## config.mk

```make
export PLATFORM = sky130hd
export DESIGN_NAME = i2s_transmit
export DESIGN_NICKNAME = d
export VERILOG_FILES = /design/src/rtl/i2s_pkg.sv /design/src/rtl/i2s_sck_gen.sv /design/src/rtl/i2s_transmit.sv
export SDC_FILE = /design/constraint.sdc
export NUM_CORES = 1
export LEC_CHECK = 0
export BUFFER_PORTS_ARGS = -buffer_cell sky130_fd_sc_hd__buf_2
export CELL_PAD_IN_SITES_DETAIL_PLACEMENT = 1
export CELL_PAD_IN_SITES_GLOBAL_PLACEMENT = 1
export CORE_MARGIN = 1
export CORE_UTILIZATION = 45
export DETAILED_ROUTE_END_ITERATION = 12
export PLACE_DENSITY = 0.82
export SLEW_MARGIN = 20
export SYNTH_ARGS = -nofsm -noshare
export SYNTH_HDL_FRONTEND = slang
export SYNTH_SLANG_ARGS = --single-unit
```

## constraint.sdc

```tcl
create_clock -name S_AXIS_ACLK -period 2.75 [get_ports S_AXIS_ACLK]
set_input_delay 0.55 -clock S_AXIS_ACLK [delete_from_list [all_inputs] [get_ports S_AXIS_ACLK]]
set_output_delay 0.55 -clock S_AXIS_ACLK [all_outputs]
set_load 0.02 [all_outputs]
```

## src/rtl/i2s_pkg.sv

```systemverilog
// Shared I2S definitions for the transmit and receive paths: channel encoding,
// default slot width and the slot-boundary load classification.
package i2s_pkg;

  localparam logic I2S_LEFT          = 1'b0;
  localparam logic I2S_RIGHT         = 1'b1;
  localparam int   I2S_DEFAULT_WIDTH = 32;

  typedef enum logic [1:0] {
    LOAD_SAMPLE   = 2'd0,
    LOAD_UNDERRUN = 2'd1,
    LOAD_SYNC_ERR = 2'd2
  } load_kind_e;

  // A queued head only leaves the FIFO in a slot of its own channel; a mismatched
  // head waits for the next matching slot so the stream resynchronises itself.
  function automatic load_kind_e classify_slot(input logic [1:0] count,
                                               input logic       head_last,
                                               input logic       new_ws);
    if (count == 2'd0) begin
      return LOAD_UNDERRUN;
    end else if (head_last != new_ws) begin
      return LOAD_SYNC_ERR;
    end
    return LOAD_SAMPLE;
  endfunction

endpackage

```

## src/rtl/i2s_sck_gen.sv

```systemverilog
// I2S bit-clock divider: registered sck plus single-cycle fall/rise strobes that
// mark the system clock edges on which sck falls and rises.
module i2s_sck_gen #(
  parameter int CLK_DIV = 8
) (
  input  logic clk,
  input  logic rst_n,
  output logic sck,
  output logic fall,
  output logic rise
);

  localparam int              CNT_W   = $clog2(CLK_DIV);
  localparam logic [CNT_W-1:0] LAST    = CNT_W'(CLK_DIV - 1);
  localparam logic [CNT_W-1:0] HALF    = CNT_W'(CLK_DIV / 2);
  localparam logic [CNT_W-1:0] RISE_AT = CNT_W'(CLK_DIV / 2 - 1);

  logic [CNT_W-1:0] div_cnt;
  logic [CNT_W-1:0] div_nxt;

  always_comb begin
    fall    = (div_cnt == LAST);
    rise    = (div_cnt == RISE_AT);
    div_nxt = fall ? '0 : div_cnt + 1'b1;
  end

  // sck is registered from the next count so it always equals (div_cnt >= HALF)
  always_ff @(posedge clk) begin
    if (!rst_n) begin
      div_cnt <= '0;
      sck     <= 1'b0;
    end else begin
      div_cnt <= div_nxt;
      sck     <= (div_nxt >= HALF);
    end
  end

endmodule

```

## src/rtl/i2s_transmit.sv

```systemverilog
// I2S master transmitter: AXI4-Stream stereo samples (TLAST=1 marks right) through a
// 2-entry FIFO onto sck/ws/sd. Define I2S_TX_STATUS_EN to add underrun/sync status ports.
module i2s_transmit
  import i2s_pkg::*;
#(
  parameter int DATA_WIDTH = I2S_DEFAULT_WIDTH,
  parameter int CLK_DIV    = 8
) (
  input  logic                         S_AXIS_ACLK,
  input  logic                         S_AXIS_ARESETN,
  input  logic signed [DATA_WIDTH-1:0] S_AXIS_TDATA,
  input  logic                         S_AXIS_TVALID,
  output logic                         S_AXIS_TREADY,
  input  logic                         S_AXIS_TLAST,
  output logic                         sck,
  output logic                         ws,
  output logic                         sd
`ifdef I2S_TX_STATUS_EN
  ,
  output logic                         underrun,
  output logic                         sync_err,
  output logic [15:0]                  underrun_count
`endif
);

  localparam int               BIT_W    = $clog2(DATA_WIDTH);
  localparam logic [BIT_W-1:0] LAST_BIT = BIT_W'(DATA_WIDTH - 1);

  logic                         fall;
  logic                         rise_unused;
  logic signed [DATA_WIDTH-1:0] fifo_data [2];
  logic                         fifo_last [2];
  logic                         rd_ptr;
  logic                         wr_ptr;
  logic [1:0]                   count;
  logic                         active;
  logic [BIT_W-1:0]             bit_cnt;
  logic signed [DATA_WIDTH-1:0] shift;
  logic                         push;
  logic                         pop;
  logic                         boundary;
  logic                         new_ws;
  load_kind_e                   kind;

  i2s_sck_gen #(
    .CLK_DIV (CLK_DIV)
  ) u_sck_gen (
    .clk   (S_AXIS_ACLK),
    .rst_n (S_AXIS_ARESETN),
    .sck   (sck),
    .fall  (fall),
    .rise  (rise_unused)
  );

  // Ready comes from registered state only, so a same-cycle pop never opens it early
  assign S_AXIS_TREADY = active && (count != 2'd2);

  always_comb begin
    push     = S_AXIS_TVALID && S_AXIS_TREADY;
    boundary = fall && (bit_cnt == LAST_BIT);
    new_ws   = (ws == I2S_LEFT) ? I2S_RIGHT : I2S_LEFT;
    kind     = classify_slot(count, fifo_last[rd_ptr], new_ws);
    pop      = boundary && (kind == LOAD_SAMPLE);
  end

  always_ff @(posedge S_AXIS_ACLK) begin
    if (push) begin
      fifo_data[wr_ptr] <= S_AXIS_TDATA;
      fifo_last[wr_ptr] <= S_AXIS_TLAST;
    end
  end

  // On the slot boundary sd takes the outgoing LSB while the shifter reloads
  always_ff @(posedge S_AXIS_ACLK) begin
    if (!S_AXIS_ARESETN) begin
      active  <= 1'b0;
      count   <= '0;
      rd_ptr  <= 1'b0;
      wr_ptr  <= 1'b0;
      bit_cnt <= LAST_BIT;
      ws      <= I2S_RIGHT;
      sd      <= 1'b0;
      shift   <= '0;
    end else begin
      active <= 1'b1;
      count  <= count + 2'(push) - 2'(pop);
      if (push) begin
        wr_ptr <= ~wr_ptr;
      end
      if (pop) begin
        rd_ptr <= ~rd_ptr;
      end
      if (fall) begin
        sd <= shift[DATA_WIDTH-1];
        if (boundary) begin
          ws      <= new_ws;
          bit_cnt <= '0;
          shift   <= (kind == LOAD_SAMPLE) ? fifo_data[rd_ptr] : '0;
        end else begin
          bit_cnt <= bit_cnt + 1'b1;
          shift   <= {shift[DATA_WIDTH-2:0], 1'b0};
        end
      end
    end
  end

`ifdef I2S_TX_STATUS_EN
  function automatic logic [15:0] sat_inc16(input logic [15:0] v);
    return (v == 16'hFFFF) ? v : v + 16'd1;
  endfunction

  always_ff @(posedge S_AXIS_ACLK) begin
    if (!S_AXIS_ARESETN) begin
      underrun       <= 1'b0;
      sync_err       <= 1'b0;
      underrun_count <= '0;
    end else begin
      underrun <= boundary && (kind == LOAD_UNDERRUN);
      sync_err <= boundary && (kind == LOAD_SYNC_ERR);
      if (boundary && (kind == LOAD_UNDERRUN)) begin
        underrun_count <= sat_inc16(underrun_count);
      end
    end
  end
`endif

endmodule

```

# Word-level counts from Yosys, hierarchy flattened
# Memory sizes are Yosys's and may differ from the RTL's. A register that Yosys moved wholly into a read port is not among the register bits.
# Cells that the tools add are included.
[totals]
register_bits = 48
ramBits = 66
out_inout_bits = 4
elab_cells = 47
n_memories = 2
[memory_table]
columns = ["name", "depth", "word_bits", "rd", "rd_clocked_by_memory_dff", "wr", "line", "rtl"]
rows = [
  ["fifo_data", 2, 32, 1, 1, 1, "i2s_transmit.sv:31", "logic signed [DATA_WIDTH-1:0] fifo_data [2];"],
  ["fifo_last", 2, 1, 1, 1, 1, "i2s_transmit.sv:32", "logic fifo_last [2];"],
]
[op_classes]
n_addsub = 4
n_lt_le_gt_ge = 1
eq_ne = 4
muxes = 17
n_bitwise = 2
n_reduce_logical = 7
[op_table]
columns = ["cell", "n"]
rows = [
  ["32-bit two-way mux", 2],
  ["1-bit two-way mux", 10],
  ["2-bit two-way mux", 3],
  ["5-bit by 1-bit adder with 5-bit output (second input constant)", 1],
  ["5-bit equality test (second input constant)", 1],
  ["5-bit two-way mux", 1],
  ["1-bit logical AND", 4],
  ["2-bit logical NOT", 2],
  ["3-bit by 1-bit adder with 3-bit output (second input constant)", 1],
  ["3-bit equality test (second input constant)", 1],
  ["3-bit greater-or-equal comparator (second input constant)", 1],
  ["3-bit two-way mux", 1],
  ["2-bit by 1-bit adder with 2-bit output", 1],
  ["2-bit inequality test (second input constant)", 1],
  ["1-bit inverter", 2],
  ["2-bit AND reduction", 1],
  ["2-bit by 1-bit subtractor with 2-bit output", 1],
  ["1-bit inequality test", 1],
]

# Logic depth before layout (Yosys ltp)
[logic_depth]
word_depth = 9
depth_mapped = 12
ltp_nobuf = 11

# Hierarchy
# A second synthesis with hierarchy kept.
[unflattened]
hier_cells = 399
hier_area_um2 = 4830.9
[modules_own_cells]
columns = ["module", "n_inst", "cells_each", "area_per_inst_um2", "seq_area_each_um2"]
rows = [
  ["i2s_transmit", 1, 389, 4702.0, 2882.8],
  ["i2s_sck_gen", 1, 10, 128.9, 60.1],
]

# Least setup slack after synthesis
# OpenSTA, ideal clock, no wires.
[synth_path]
path_kind = "input port to flip-flop"
start = "input port S_AXIS_TVALID"
end = "memory fifo_data[1][0] (netlist name), enable pin"
setup_time_ns = 0.423
arrival_time_ns = 2.046
required_time_ns = 2.327
slack_ns = 0.281
stages = 2
path_cell_list = "nand3_1 > nor2_1"
[synth_between]
elab_chain_cells = 3
[synth_rtl]
columns = ["element", "line", "rtl"]
rows = [
  ["from (decl)", "i2s_transmit.sv:12", "input logic S_AXIS_TVALID,"],
  ["1-bit logical AND", "i2s_transmit.sv:59", "push = S_AXIS_TVALID && S_AXIS_TREADY;"],
  ["1-bit two-way mux", "i2s_transmit.sv:67", "if (push) begin"],
  ["1-bit two-way mux (not written as such)", "i2s_transmit.sv:68", "fifo_data[wr_ptr] <= S_AXIS_TDATA;"],
  ["to (decl)", "i2s_transmit.sv:31", ""],
]
# No other way between the ends.

# Final worst setup path
[layout_path]
start = "register bit_cnt[0]"
end = "register shift[14]"
[layout_between]
elab_chain_cells = 3
[layout_rtl]
columns = ["element", "line", "rtl"]
rows = [
  ["from (decl)", "i2s_transmit.sv:37", "logic [BIT_W-1:0] bit_cnt;"],
  ["from (signal assigned)", "i2s_transmit.sv:100", "bit_cnt <= bit_cnt + 1'b1;"],
  ["5-bit equality test", "i2s_transmit.sv:60", "boundary = fall && (bit_cnt == LAST_BIT);"],
  ["1-bit logical AND", "i2s_transmit.sv:60", ""],
  ["32-bit two-way mux", "i2s_transmit.sv:95", "if (boundary) begin"],
  ["to (signal assigned)", "i2s_transmit.sv:98", "shift <= (kind == LOAD_SAMPLE) ? fifo_data[rd_ptr] : '0;"],
  ["to (signal assigned)", "i2s_transmit.sv:101", "shift <= {shift[DATA_WIDTH-2:0], 1'b0};"],
  ["to (decl)", "i2s_transmit.sv:38", "logic signed [DATA_WIDTH-1:0] shift;"],
]
# No other way between the ends.
# A chain may end at the register's enable or synchronous reset.

==> impl_metrics.toml <==
[critical_path]
end_kind = "register"
path_cells = "ha_1 > and3_1 > ha_1 > buf_4 > o211ai_1 > nor2_2 > buf_4 > a32o_1"
crit_arrival_ns = 2.77
critPathLaunch = "bit_cnt[0]"
r2r_setup_slack_ns = 0.43
start_kind = "register"
critPathMaxFanout = 39
critical_path_class = "register to register"
reg2reg_from = "bit_cnt[0]"
critPathMaxStageDelay_ns = 0.40
required_ns = 3.20
cp_slowest_cell = "dfxtp_1"

[run_status]
status = "completed"

[cts]
cts_tree = "done"
h-tree-depth = 4
cts-resized-gates = 0
cts_buffers = 17
cts.reportedPaths.clkPinSlew_ns = 0.06
hold_buffers = 0
root_buffer = "clkbuf_8"
clk_path_buf_depth = 2
post_cts_buffers = 0
clk_latency_ns = 0.52
cts.sinks = 114

[logic_synthesis]
post-synth-top-count-cell = "nor2_1"
synth_nets = 437
synth_enable_flop_cells = 66
synth_flop_cell = "edfxtp_1"
synthArstFlopShare = 0
ys_ff_latch = 114
synth-seq-area-share = 0.612
ys_warn_count = 0
synth_area_leader_cell = "edfxtp_1"
synthCells = 395
synth_area_per_cell_um2 = 12.2
synth_area_leaders = "edfxtp_1, dfxtp_1, mux2i_1"
ys_top_cells_by_count = "nor2_1, edfxtp_1, dfxtp_1"
synth_cell_types = 36
netlist_area_um2 = 4810
netlist.area_leader.share = 0.412

[timing]
relSlewSlack = 0.485
worst_pin_slew_ns = 0.771
finalHoldViolCount = 0
min_period_ns = 2.32
fin_setup_tns_ns = 0
fin_skew_ns = 0.00673
setup-violations-final = 0
maxSlewViolCount = 0
min_period_over_period = 0.842
max_freq_mhz = 432
rsz0062_at_grt = "no"

[die]
initial_utilization = 0.466
core_area_um2 = 10300
ios = 40
die_area_um2 = 11100
std_cell_rows = 37
die_h_um = 105
chipWidth_um = 105

[grt]
grt_util_all_layers = 0.202
grt_pass1_wl_um = 17000
first_global_vias = 3525
grt_start_max_net_pins = 48
grt.overflow.total = 0
antenna_found_initial = 0

[min_path]
hold_path.startpoint = "S_AXIS_TDATA[30]"
worstHoldPathType = "input pin to register"

[routing]
postRouteAntennaNets = 0
dr.pass1.iters = 4
drtIter0Drc = 134
routedWlPerCell_um = 17.8
remaining_drc_errors = 0
viasPerCell = 5.67
vias = 3292
wl_um = 10300

[finish]
drive_above_1_share = 0.189
final_net_count = 474
syn_to_final_growth_pct = 17.9
n_antenna_cell = 0

[placed_design]
numPortBuffers = 39
place_hpwl_um = 5760
gp_congestion = 0.711

[run]
drv_cap = 0

[power_and_ir_drop]
power_density_nw_per_um2 = 725
total_power_mw = 4.11
p_leak_nw = 1.88
vdd_drop_max_uv = 448
-- kinds of logic (layout without fill, tap and decap cells) --
logic type | Yosys count | after routing | share of synthesized area
simple gates | 125 | 125 | 0.111
mux | 34 | 34 | 0.0734
compound gates | 78 | 78 | 0.146
flops | 114 | 114 | 0.612
fa+ha+maj | 6 | 6 | 0.0156
xor+xnor | 2 | 2 | 0.00521
buf+inv | 36 | 86 | 0.0364
-- layer usage --
metal | global-route usage | wire length [um] | part of all wire | vias up
li1 | - | - | - | 1564
met1 | 0.224 | 4400 | 0.43 | 1669
met2 | 0.366 | 5550 | 0.54 | 49
met3 | 0.0557 | 275 | 0.027 | 10
met4 | 0.0765 | 116 | 0.011 | 0
met5 | 0 | 0 | 0 | -
-- path summary, 6_finish.rpt --
kind / end / cells after the start
setup reg to reg: shift[14] / 8
hold reg to reg: u_sck_gen.div_cnt[0] / 1
setup / recovery: shift[14] / 8
hold / removal: fifo_data[0][30] / 1
-- stage by stage --
| stage | area, um^2 | std cells | setup slack, ns | utilization | hold slack, ns |
|---|---|---|---|---|---|
| floorplan | 4810 | 395 | 0.281 | - | 0.404 |
| global placement | 5100 | 549 | 0.577 | 0.494 | 0.422 |
| detailed placement | 5100 | 549 | 0.480 | 0.494 | 0.448 |
| CTS | 5670 | 581 | 0.424 | 0.549 | 0.199 |
| global route | 5670 | 581 | 0.274 | 0.549 | 0.194 |
| finish | 5670 | 581 | 0.434 | 0.549 | 0.217 |
-- placed cells by master (no fill, tap or decap), types with 4 or more instances in the layout --
master     netlist  layout
clkinv_2         0       5
buf_2           11      39
inv_1            4       4
and2_1           6       6
clkbuf_16        0      16
dfxtp_1         48      47
nand2_1         32      32
mux2i_1         33      33
edfxtp_1        66      66
ha_1             6       5
buf_4            1      10
a32o_1          32      32
nand4b_1         4       4
nor2_1          67      65
o2bb2ai_1       31      31
nor3_1           4       4
nand3_1          4       4
-- flip-flops by register name (all words and copies together), names as in the netlist, named ones only --
signal             count
fifo_data             64
shift                 32
bit_cnt                5
u_sck_gen.div_cnt      3
count                  2
fifo_last              2
active                 1
rd_ptr                 1
sd                     1
wr_ptr                 1
ws                     1
-- layout make-up --
type | instances | area (um^2)
sequential | 114 | 2940
tap | 136 | 170
fill | 1056 | 4660
clock buffer | 20 | 425
multi-input combinational | 245 | 1700
inverter | 5 | 18.8
timing repair buffer | 49 | 270
clock inverter | 12 | 141
-- worst max-delay path, delay by kind of cell, from the launching register on --
kind / cells / cell delay [ns]
fa+ha+maj: 2 / 0.38
flops: 1 / 0.40
buf+inv: 2 / 0.73
compound gates: 2 / 0.45
simple gates: 2 / 0.30
-- power by group --
group          switching (mW)  internal, mW  leakage [nW]  total (mW)
logic                  0.0857        0.0452         0.618       0.131
registers              0.0142          1.85         0.994        1.87
clock network           0.748          1.36         0.272        2.11
Power figures use the tool's default switching activity.
